File: src/rtl/gato_pkg.sv
// Shared definitions for the game controller front end: button indices,
// debounce state encoding and the 10 ms debounce constant at 25 MHz.
package gato_pkg;

  localparam int BTN_ARRIBA = 0;
  localparam int BTN_ABAJO  = 1;
  localparam int BTN_IZQ    = 2;
  localparam int BTN_DER    = 3;
  localparam int BTN_ELIGE  = 4;

  localparam int N_BOTONES_DEF   = BTN_ELIGE + 1;
  localparam int DB_CYCLES_25MHZ = 250000;

  // Directions auto-repeat, the select button never does.
  localparam logic [N_BOTONES_DEF-1:0] REPEAT_MASK_DEF = N_BOTONES_DEF'(
      (1 << BTN_ARRIBA) | (1 << BTN_ABAJO) | (1 << BTN_IZQ) | (1 << BTN_DER));

  typedef enum logic [1:0] {
    ESTABLE_BAJO   = 2'd0,
    VALIDANDO_ALTO = 2'd1,
    ESTABLE_ALTO   = 2'd2,
    VALIDANDO_BAJO = 2'd3
  } estado_db_t;

endpackage

File: src/rtl/acondicionador_botones_if.sv
// Button bundle between the raw panel side (master) and the conditioner (slave).
interface acondicionador_botones_if #(
  parameter int N_BOTONES = 5
);
  logic [N_BOTONES-1:0] boton_in;
  logic                 bloqueo;
  logic [N_BOTONES-1:0] boton_nivel;
  logic [N_BOTONES-1:0] boton_pulso;

  modport master (
    output boton_in,
    output bloqueo,
    input  boton_nivel,
    input  boton_pulso
  );

  modport slave (
    input  boton_in,
    input  bloqueo,
    output boton_nivel,
    output boton_pulso
  );
endinterface

File: src/rtl/acondicionador_botones_antirrebote_canal.sv
// One button channel: synchronizer, debounce FSM, press pulse and, when
// AUTO_REPEAT_EN is defined, the hold-to-repeat pulse generator.
module antirrebote_canal
  import gato_pkg::*;
#(
  parameter int SYNC_STAGES = 2,
  parameter int DB_CYCLES   = DB_CYCLES_25MHZ
`ifdef AUTO_REPEAT_EN
  ,
  parameter int REPEAT_DELAY  = 6250000,
  parameter int REPEAT_PERIOD = 2500000,
  parameter bit REPEAT_HAB    = 1'b1
`endif
) (
  input  logic clk,
  input  logic reset_all,
  input  logic boton,
  output logic nivel,
  output logic pulso
);

  localparam int                CNT_W   = $clog2(DB_CYCLES + 1);
  localparam logic [CNT_W-1:0] CNT_FIN = CNT_W'(DB_CYCLES);
  localparam logic [CNT_W-1:0] CNT_UNO = CNT_W'(1);

  logic [SYNC_STAGES-1:0] sync_reg;
  logic                   s;
  estado_db_t             estado_reg, estado_next;
  logic [CNT_W-1:0]       cnt_reg, cnt_next, cnt_mas1;
  logic                   nivel_reg, nivel_next;
  logic                   pulso_reg, pulso_next;
  logic                   acepta;

  assign s        = sync_reg[SYNC_STAGES-1];
  assign cnt_mas1 = cnt_reg + CNT_UNO;

`ifdef AUTO_REPEAT_EN
  localparam int REP_MAX = (REPEAT_DELAY > REPEAT_PERIOD) ? REPEAT_DELAY : REPEAT_PERIOD;
  localparam int REP_W   = $clog2(REP_MAX + 1);

  logic [REP_W-1:0] rep_cnt_reg, rep_cnt_next, rep_mas1, rep_fin;
  logic             primero_reg, primero_next;

  assign rep_mas1 = rep_cnt_reg + REP_W'(1);
  assign rep_fin  = primero_reg ? REP_W'(REPEAT_DELAY) : REP_W'(REPEAT_PERIOD);
`endif

  always_comb begin
    estado_next = estado_reg;
    cnt_next    = cnt_reg;
    nivel_next  = nivel_reg;
    acepta      = 1'b0;

    case (estado_reg)
      ESTABLE_BAJO, ESTABLE_ALTO: begin
        if (s != nivel_reg) begin
          if (CNT_UNO == CNT_FIN) begin
            acepta = 1'b1;
          end else begin
            estado_next = nivel_reg ? VALIDANDO_BAJO : VALIDANDO_ALTO;
            cnt_next    = CNT_UNO;
          end
        end
      end
      default: begin
        if (s == nivel_reg) begin
          // Bounce: input went back before the window closed.
          estado_next = nivel_reg ? ESTABLE_ALTO : ESTABLE_BAJO;
          cnt_next    = '0;
        end else if (cnt_mas1 == CNT_FIN) begin
          acepta = 1'b1;
        end else begin
          cnt_next = cnt_mas1;
        end
      end
    endcase

    if (acepta) begin
      nivel_next  = ~nivel_reg;
      estado_next = nivel_reg ? ESTABLE_BAJO : ESTABLE_ALTO;
      cnt_next    = '0;
    end

    pulso_next = acepta & ~nivel_reg;

`ifdef AUTO_REPEAT_EN
    rep_cnt_next = rep_cnt_reg;
    primero_next = primero_reg;
    if (!REPEAT_HAB) begin
      rep_cnt_next = '0;
      primero_next = 1'b0;
    end else if (pulso_next) begin
      rep_cnt_next = '0;
      primero_next = 1'b1;
    end else if (nivel_reg && nivel_next) begin
      if (rep_mas1 == rep_fin) begin
        pulso_next   = 1'b1;
        rep_cnt_next = '0;
        primero_next = 1'b0;
      end else begin
        rep_cnt_next = rep_mas1;
      end
    end else begin
      rep_cnt_next = '0;
      primero_next = 1'b0;
    end
`endif
  end

  always_ff @(posedge clk or negedge reset_all) begin
    if (!reset_all) begin
      sync_reg   <= '0;
      estado_reg <= ESTABLE_BAJO;
      cnt_reg    <= '0;
      nivel_reg  <= 1'b0;
      pulso_reg  <= 1'b0;
`ifdef AUTO_REPEAT_EN
      rep_cnt_reg <= '0;
      primero_reg <= 1'b0;
`endif
    end else begin
      sync_reg   <= {sync_reg[SYNC_STAGES-2:0], boton};
      estado_reg <= estado_next;
      cnt_reg    <= cnt_next;
      nivel_reg  <= nivel_next;
      pulso_reg  <= pulso_next;
`ifdef AUTO_REPEAT_EN
      rep_cnt_reg <= rep_cnt_next;
      primero_reg <= primero_next;
`endif
    end
  end

  assign nivel = nivel_reg;
  assign pulso = pulso_reg;

endmodule

File: src/rtl/acondicionador_botones.sv
// Push-button conditioner: N independent debounce channels plus bloqueo gating.
// Optional hold-to-repeat pulses are built only when AUTO_REPEAT_EN is defined.
module acondicionador_botones
  import gato_pkg::*;
#(
  parameter int N_BOTONES     = N_BOTONES_DEF,
  parameter int SYNC_STAGES   = 2,
  parameter int DB_CYCLES     = DB_CYCLES_25MHZ,
  parameter int REPEAT_DELAY  = 6250000,
  parameter int REPEAT_PERIOD = 2500000,
  parameter logic [N_BOTONES-1:0] REPEAT_MASK = N_BOTONES'(REPEAT_MASK_DEF)
) (
  input logic                     clk,
  input logic                     reset_all,
  acondicionador_botones_if.slave botones
);

  logic [N_BOTONES-1:0] nivel_canal;
  logic [N_BOTONES-1:0] pulso_canal;

  for (genvar gi = 0; gi < N_BOTONES; gi++) begin : g_canal
    antirrebote_canal #(
      .SYNC_STAGES   (SYNC_STAGES),
      .DB_CYCLES     (DB_CYCLES)
`ifdef AUTO_REPEAT_EN
      ,
      .REPEAT_DELAY  (REPEAT_DELAY),
      .REPEAT_PERIOD (REPEAT_PERIOD),
      .REPEAT_HAB    (REPEAT_MASK[gi])
`endif
    ) u_canal (
      .clk       (clk),
      .reset_all (reset_all),
      .boton     (botones.boton_in[gi]),
      .nivel     (nivel_canal[gi]),
      .pulso     (pulso_canal[gi])
    );
  end

`ifndef AUTO_REPEAT_EN
  // Without auto-repeat the REPEAT_* settings have no effect; this empty
  // block only keeps them referenced.
  if (REPEAT_DELAY < 0 && REPEAT_PERIOD < 0 && REPEAT_MASK == '0) begin : g_repeat_sin_uso
  end
`endif

  // Levels keep tracking under bloqueo; only the pulses are masked.
  assign botones.boton_nivel = nivel_canal;
  assign botones.boton_pulso = pulso_canal & {N_BOTONES{~botones.bloqueo}};

endmodule
File: src/flat_wrapper.sv
// flat-port wrapper written by rule: the top's interface ports become plain ports
module acondicionador_botones_flat import gato_pkg::*;
#(
  parameter int N_BOTONES     = N_BOTONES_DEF,
  parameter int SYNC_STAGES   = 2,
  parameter int DB_CYCLES     = DB_CYCLES_25MHZ,
  parameter int REPEAT_DELAY  = 6250000,
  parameter int REPEAT_PERIOD = 2500000,
  parameter logic [N_BOTONES-1:0] REPEAT_MASK = N_BOTONES'(REPEAT_MASK_DEF)
)
  (clk, reset_all, botones_boton_in, botones_bloqueo, botones_boton_nivel, botones_boton_pulso);
  acondicionador_botones_if #(.N_BOTONES(N_BOTONES)) botones_i ();
  input logic clk;
  input logic reset_all;
  input wire logic [$bits(botones_i.boton_in)-1:0] botones_boton_in;
  input wire logic [$bits(botones_i.bloqueo)-1:0] botones_bloqueo;
  output wire logic [$bits(botones_i.boton_nivel)-1:0] botones_boton_nivel;
  output wire logic [$bits(botones_i.boton_pulso)-1:0] botones_boton_pulso;
  assign botones_i.boton_in = botones_boton_in;
  assign botones_i.bloqueo = botones_bloqueo;
  assign botones_boton_nivel = botones_i.boton_nivel;
  assign botones_boton_pulso = botones_i.boton_pulso;
  acondicionador_botones #(.N_BOTONES(N_BOTONES), .SYNC_STAGES(SYNC_STAGES), .DB_CYCLES(DB_CYCLES), .REPEAT_DELAY(REPEAT_DELAY), .REPEAT_PERIOD(REPEAT_PERIOD), .REPEAT_MASK(REPEAT_MASK)) u_core (.clk(clk), .reset_all(reset_all), .botones(botones_i));
endmodule
File: config.mk
export PLATFORM = sky130hd
export DESIGN_NAME = acondicionador_botones_flat
export DESIGN_NICKNAME = d
export VERILOG_FILES = /design/src/rtl/gato_pkg.sv /design/src/rtl/acondicionador_botones_if.sv /design/src/rtl/acondicionador_botones_antirrebote_canal.sv /design/src/rtl/acondicionador_botones.sv /design/src/flat_wrapper.sv
export SDC_FILE = /design/constraint.sdc
export NUM_CORES = 1
export LEC_CHECK = 0
export ABC_CLOCK_PERIOD_IN_PS = 5300
export CORE_MARGIN = 2
export CORE_UTILIZATION = 60
export CTS_CLUSTER_DIAMETER = 40
export DETAILED_ROUTE_END_ITERATION = 16
export PLACE_DENSITY = 0.89
export SYNTH_ARGS = -nofsm -noshare
export SYNTH_HDL_FRONTEND = slang
export SYNTH_HIERARCHICAL = 1
export SYNTH_SLANG_ARGS = --single-unit
File: constraint.sdc
create_clock -name clk -period 5.3 [get_ports clk]
set_clock_uncertainty 0.2 [all_clocks]
set_input_delay 0.795 -clock clk [delete_from_list [all_inputs] [get_ports clk]]
set_output_delay 0.795 -clock clk [all_outputs]
set_load 0.1 [all_outputs]
==> results.md <==
- Vias/cell: 6.813
- RR Endpoint: u_core/g_canal[1].u_canal/cnt_reg[14]
- Outcome: completed
- Req. time, crit path: 4300 ps
- Critical Path Start: botones_bloqueo
- Mean post-synth cell area: 8.982 um2
- Reg2reg path depth: 7
- Critical Path End Type: primary output
- Crit path time final: 3566 ps
- Yosys cell types: 61
- Global-route wire length before repair: 29,060 um
- Mapped Area: 7383 um2
- Top cells by area, synth: dfrtp_1 (39%), nand2_1 (4.3%), o21ai_0 (4.2%)
- Initial Util: 61.47%
- DIE WIDTH: 114.9 um
- Final WL: 16,980 um
- Post-synth top flop: dfrtp_1
- CTS buffer count: 17
- Synth top area share: 38.98%
- Area Overhead vs Synth: 8.998%
- Final setup violation count: 0
- Clock-pin transition on the worst setup and hold timing paths: 60 ps
- Worst hold path type: flip-flop to flip-flop
- Max FFs per register: 90
- Hold buffers post-CTS: 0
- Port Buffers: 17
- Asr flop ratio synth: 100.0%
- Register area share after synthesis: 38.98%
- GPL Wtd Cong: 0.9546
- Via count: 6,527
- P_leak: 3.195 nW
- Fin. max-slew vios: 0
- Pwr per Cell Area: 271.2 nW/um2
- H-tree levels: 4
- Fmax: 0.2804 GHz
- Measured slew at the worst slew-check pin: 1068 ps
- Max_cap viols: 0
- Arr. time, crit path: 2570 ps
- Reg2Reg Setup Slack: 2370 ps
- Num rows: 40
- Tcrit/Tclk final: 67.28%
- Initial antenna violation count: 0
- Placed wire-length estimate: 11,280 um
- Die H: 114.9 um
- Die ar.: 13,210 um2
- Setup Buffers After CTS: 0
- Vias in the first global route: 6,052
- VDD IR max: 0.2314 mV
- Flops & latches, synth: 115
- ANT cells: 0
- Final hold violations: 0
- I/O pin count: 18
- Post-synth top area cell: dfrtp_1
- Clk buf depth: 2
- Layout cells sized above 1: 9.125%
- Maximum fanout along the worst path: 5
- Worst Setup EP: botones_boton_pulso[2]
- CTS tree: built
- Syn_nets: 840
- Root Buffer: clkbuf_16
- CTS resizes: 0
- Worst-Skew Late Latency: 420 ps
- Drt drc: 0
- DR pass1 iterations: 5
- Total Routing Usage GR: 27.19%
- Hold Slack: 151.2 ps
- Synth Warn #: 6
- Initial drt markers: 820
- Nets@finish: 816
- Reg-to-Reg Start: u_core/g_canal[1].u_canal/cnt_reg[5]
- Post-synthesis cell count: 822
- Worst slew margin: 28.54%
- TritonCTS Sinks: 115
- Grt total ovfl: 0
- Core Box Area: 12,010 um2
- RSZ-0062 raised after global routing: no
- EDFF count, synth: 0
- Pin count of the biggest net entering global routing: 85
- Critical path class: input pin to primary output
- Drt wl/cell: 17.72 um
- Post-route ant nets: 0
- Worst setup SP type: input pin
- Post-Route Setup TNS: 0 ps
==> placed cells by master, fill, tap and decap left out, types with 21 or more instances in the layout <==
cell type	instances
a21oi_1	39
and3_1	21
dfrtp_1	115
inv_1	23
nand2_1	84
nand3_1	50
nand4_1	42
nor2_1	35
o21ai_0	62
==> cells in the mapped netlist, types with 5 or more instances <==
cell / n
nor3b_1: 7
o21ai_0: 62
inv_1: 23
xor2_1: 19
o31ai_1: 5
nand2b_1: 8
a311oi_1: 9
and2_1: 19
and4_1: 13
xnor2_1: 19
o211ai_1: 13
clkbuf_1: 42
a32o_1: 8
dfrtp_1: 115
buf_2: 13
o221ai_1: 8
buf_6: 5
nand4_4: 8
and3_1: 21
nor3_1: 9
a31o_2: 6
a31oi_1: 5
nor2_1: 35
nand4_1: 42
mux2_4: 5
ha_1: 10
a22o_1: 8
o21ai_1: 5
nor4_1: 5
or3_1: 19
o22ai_1: 9
a21oi_1: 39
nand3_1: 50
nor2b_1: 10
nand2_1: 84
==> cells by family (layout without fill, tap and decap cells) <==
| kind of cell | count (synthesis) | count (layout) | synth area share, % |
|---|---|---|---|
| AO/OA/AOI/OAI | 205 | 205 | 19.56 |
| adder cells (fa/ha/maj) | 10 | 10 | 1.695 |
| multiplexers | 7 | 7 | 1.305 |
| buffers and inverters | 84 | 73 | 5.050 |
| flip-flops | 115 | 115 | 38.98 |
| XOR/XNOR | 38 | 38 | 4.508 |
| AND/OR/NAND/NOR | 363 | 363 | 28.91 |
==> how the worst min path moves through the flow <==
stage	startpoint	endpoint	depth (start not counted)
final	u_core/g_canal[4].u_canal/sync_reg[0]	u_core/g_canal[4].u_canal/sync_reg[1]	0
after global routing	u_core/g_canal[3].u_canal/sync_reg[0]	u_core/g_canal[3].u_canal/sync_reg[1]	0
after CTS	u_core/g_canal[3].u_canal/sync_reg[0]	u_core/g_canal[3].u_canal/sync_reg[1]	0
after detailed placement	u_core/g_canal[4].u_canal/sync_reg[0]	u_core/g_canal[4].u_canal/sync_reg[1]	0
after global placement	u_core/g_canal[3].u_canal/sync_reg[0]	u_core/g_canal[3].u_canal/sync_reg[1]	0
after floorplan	u_core/g_canal[0].u_canal/sync_reg[0]	u_core/g_canal[0].u_canal/sync_reg[1]	0
==> per-layer routing <==
metal	wire, um	track usage [%]	vias to the layer above
li1	-	-	3017
met1	7421	38.42	3190
met2	8206	41.88	287
met3	1104	5.904	33
met4	247	9.237	0
met5	0	0	-
==> per-stage QoR <==
step	worst slack, ps	utilization [%]	cells	cell area, um2	total power, mW
after global routing	1648	67.00	958	8048	2.265
after global placement	1779	62.07	926	7456	1.041
after CTS	1728	67.00	958	8048	2.197
after floorplan	2175	-	822	7383	1.005
final	1734	67.00	958	8048	2.182
after detailed placement	1733	62.07	926	7456	1.052
==> power by group <==
part	internal [mW]	total (mW)	switching (mW)	leakage (nW)
logic	0.0342	0.103	0.0686	1.36
registers	0.897	0.935	0.0383	1.55
clock network	0.709	1.14	0.436	0.280
==> cell type report <==
| class | count | area (um2) |
|---|---|---|
| multi-input cells | 623 | 4133 |
| fillers | 885 | 3964 |
| flip-flops and latches | 115 | 2878 |
| clock buffers | 18 | 439.2 |
| well taps | 147 | 183.9 |
| repair buffers | 18 | 175.2 |
| clock inverters | 14 | 152.6 |
| inverters | 23 | 86.33 |
==> worst max-delay path: stages <==
cell	delay, ps
clkdlybuf4s50_1	470
nor2b_1	150
clkdlybuf4s50_1	1140
(Power assumes the default switching activity.)
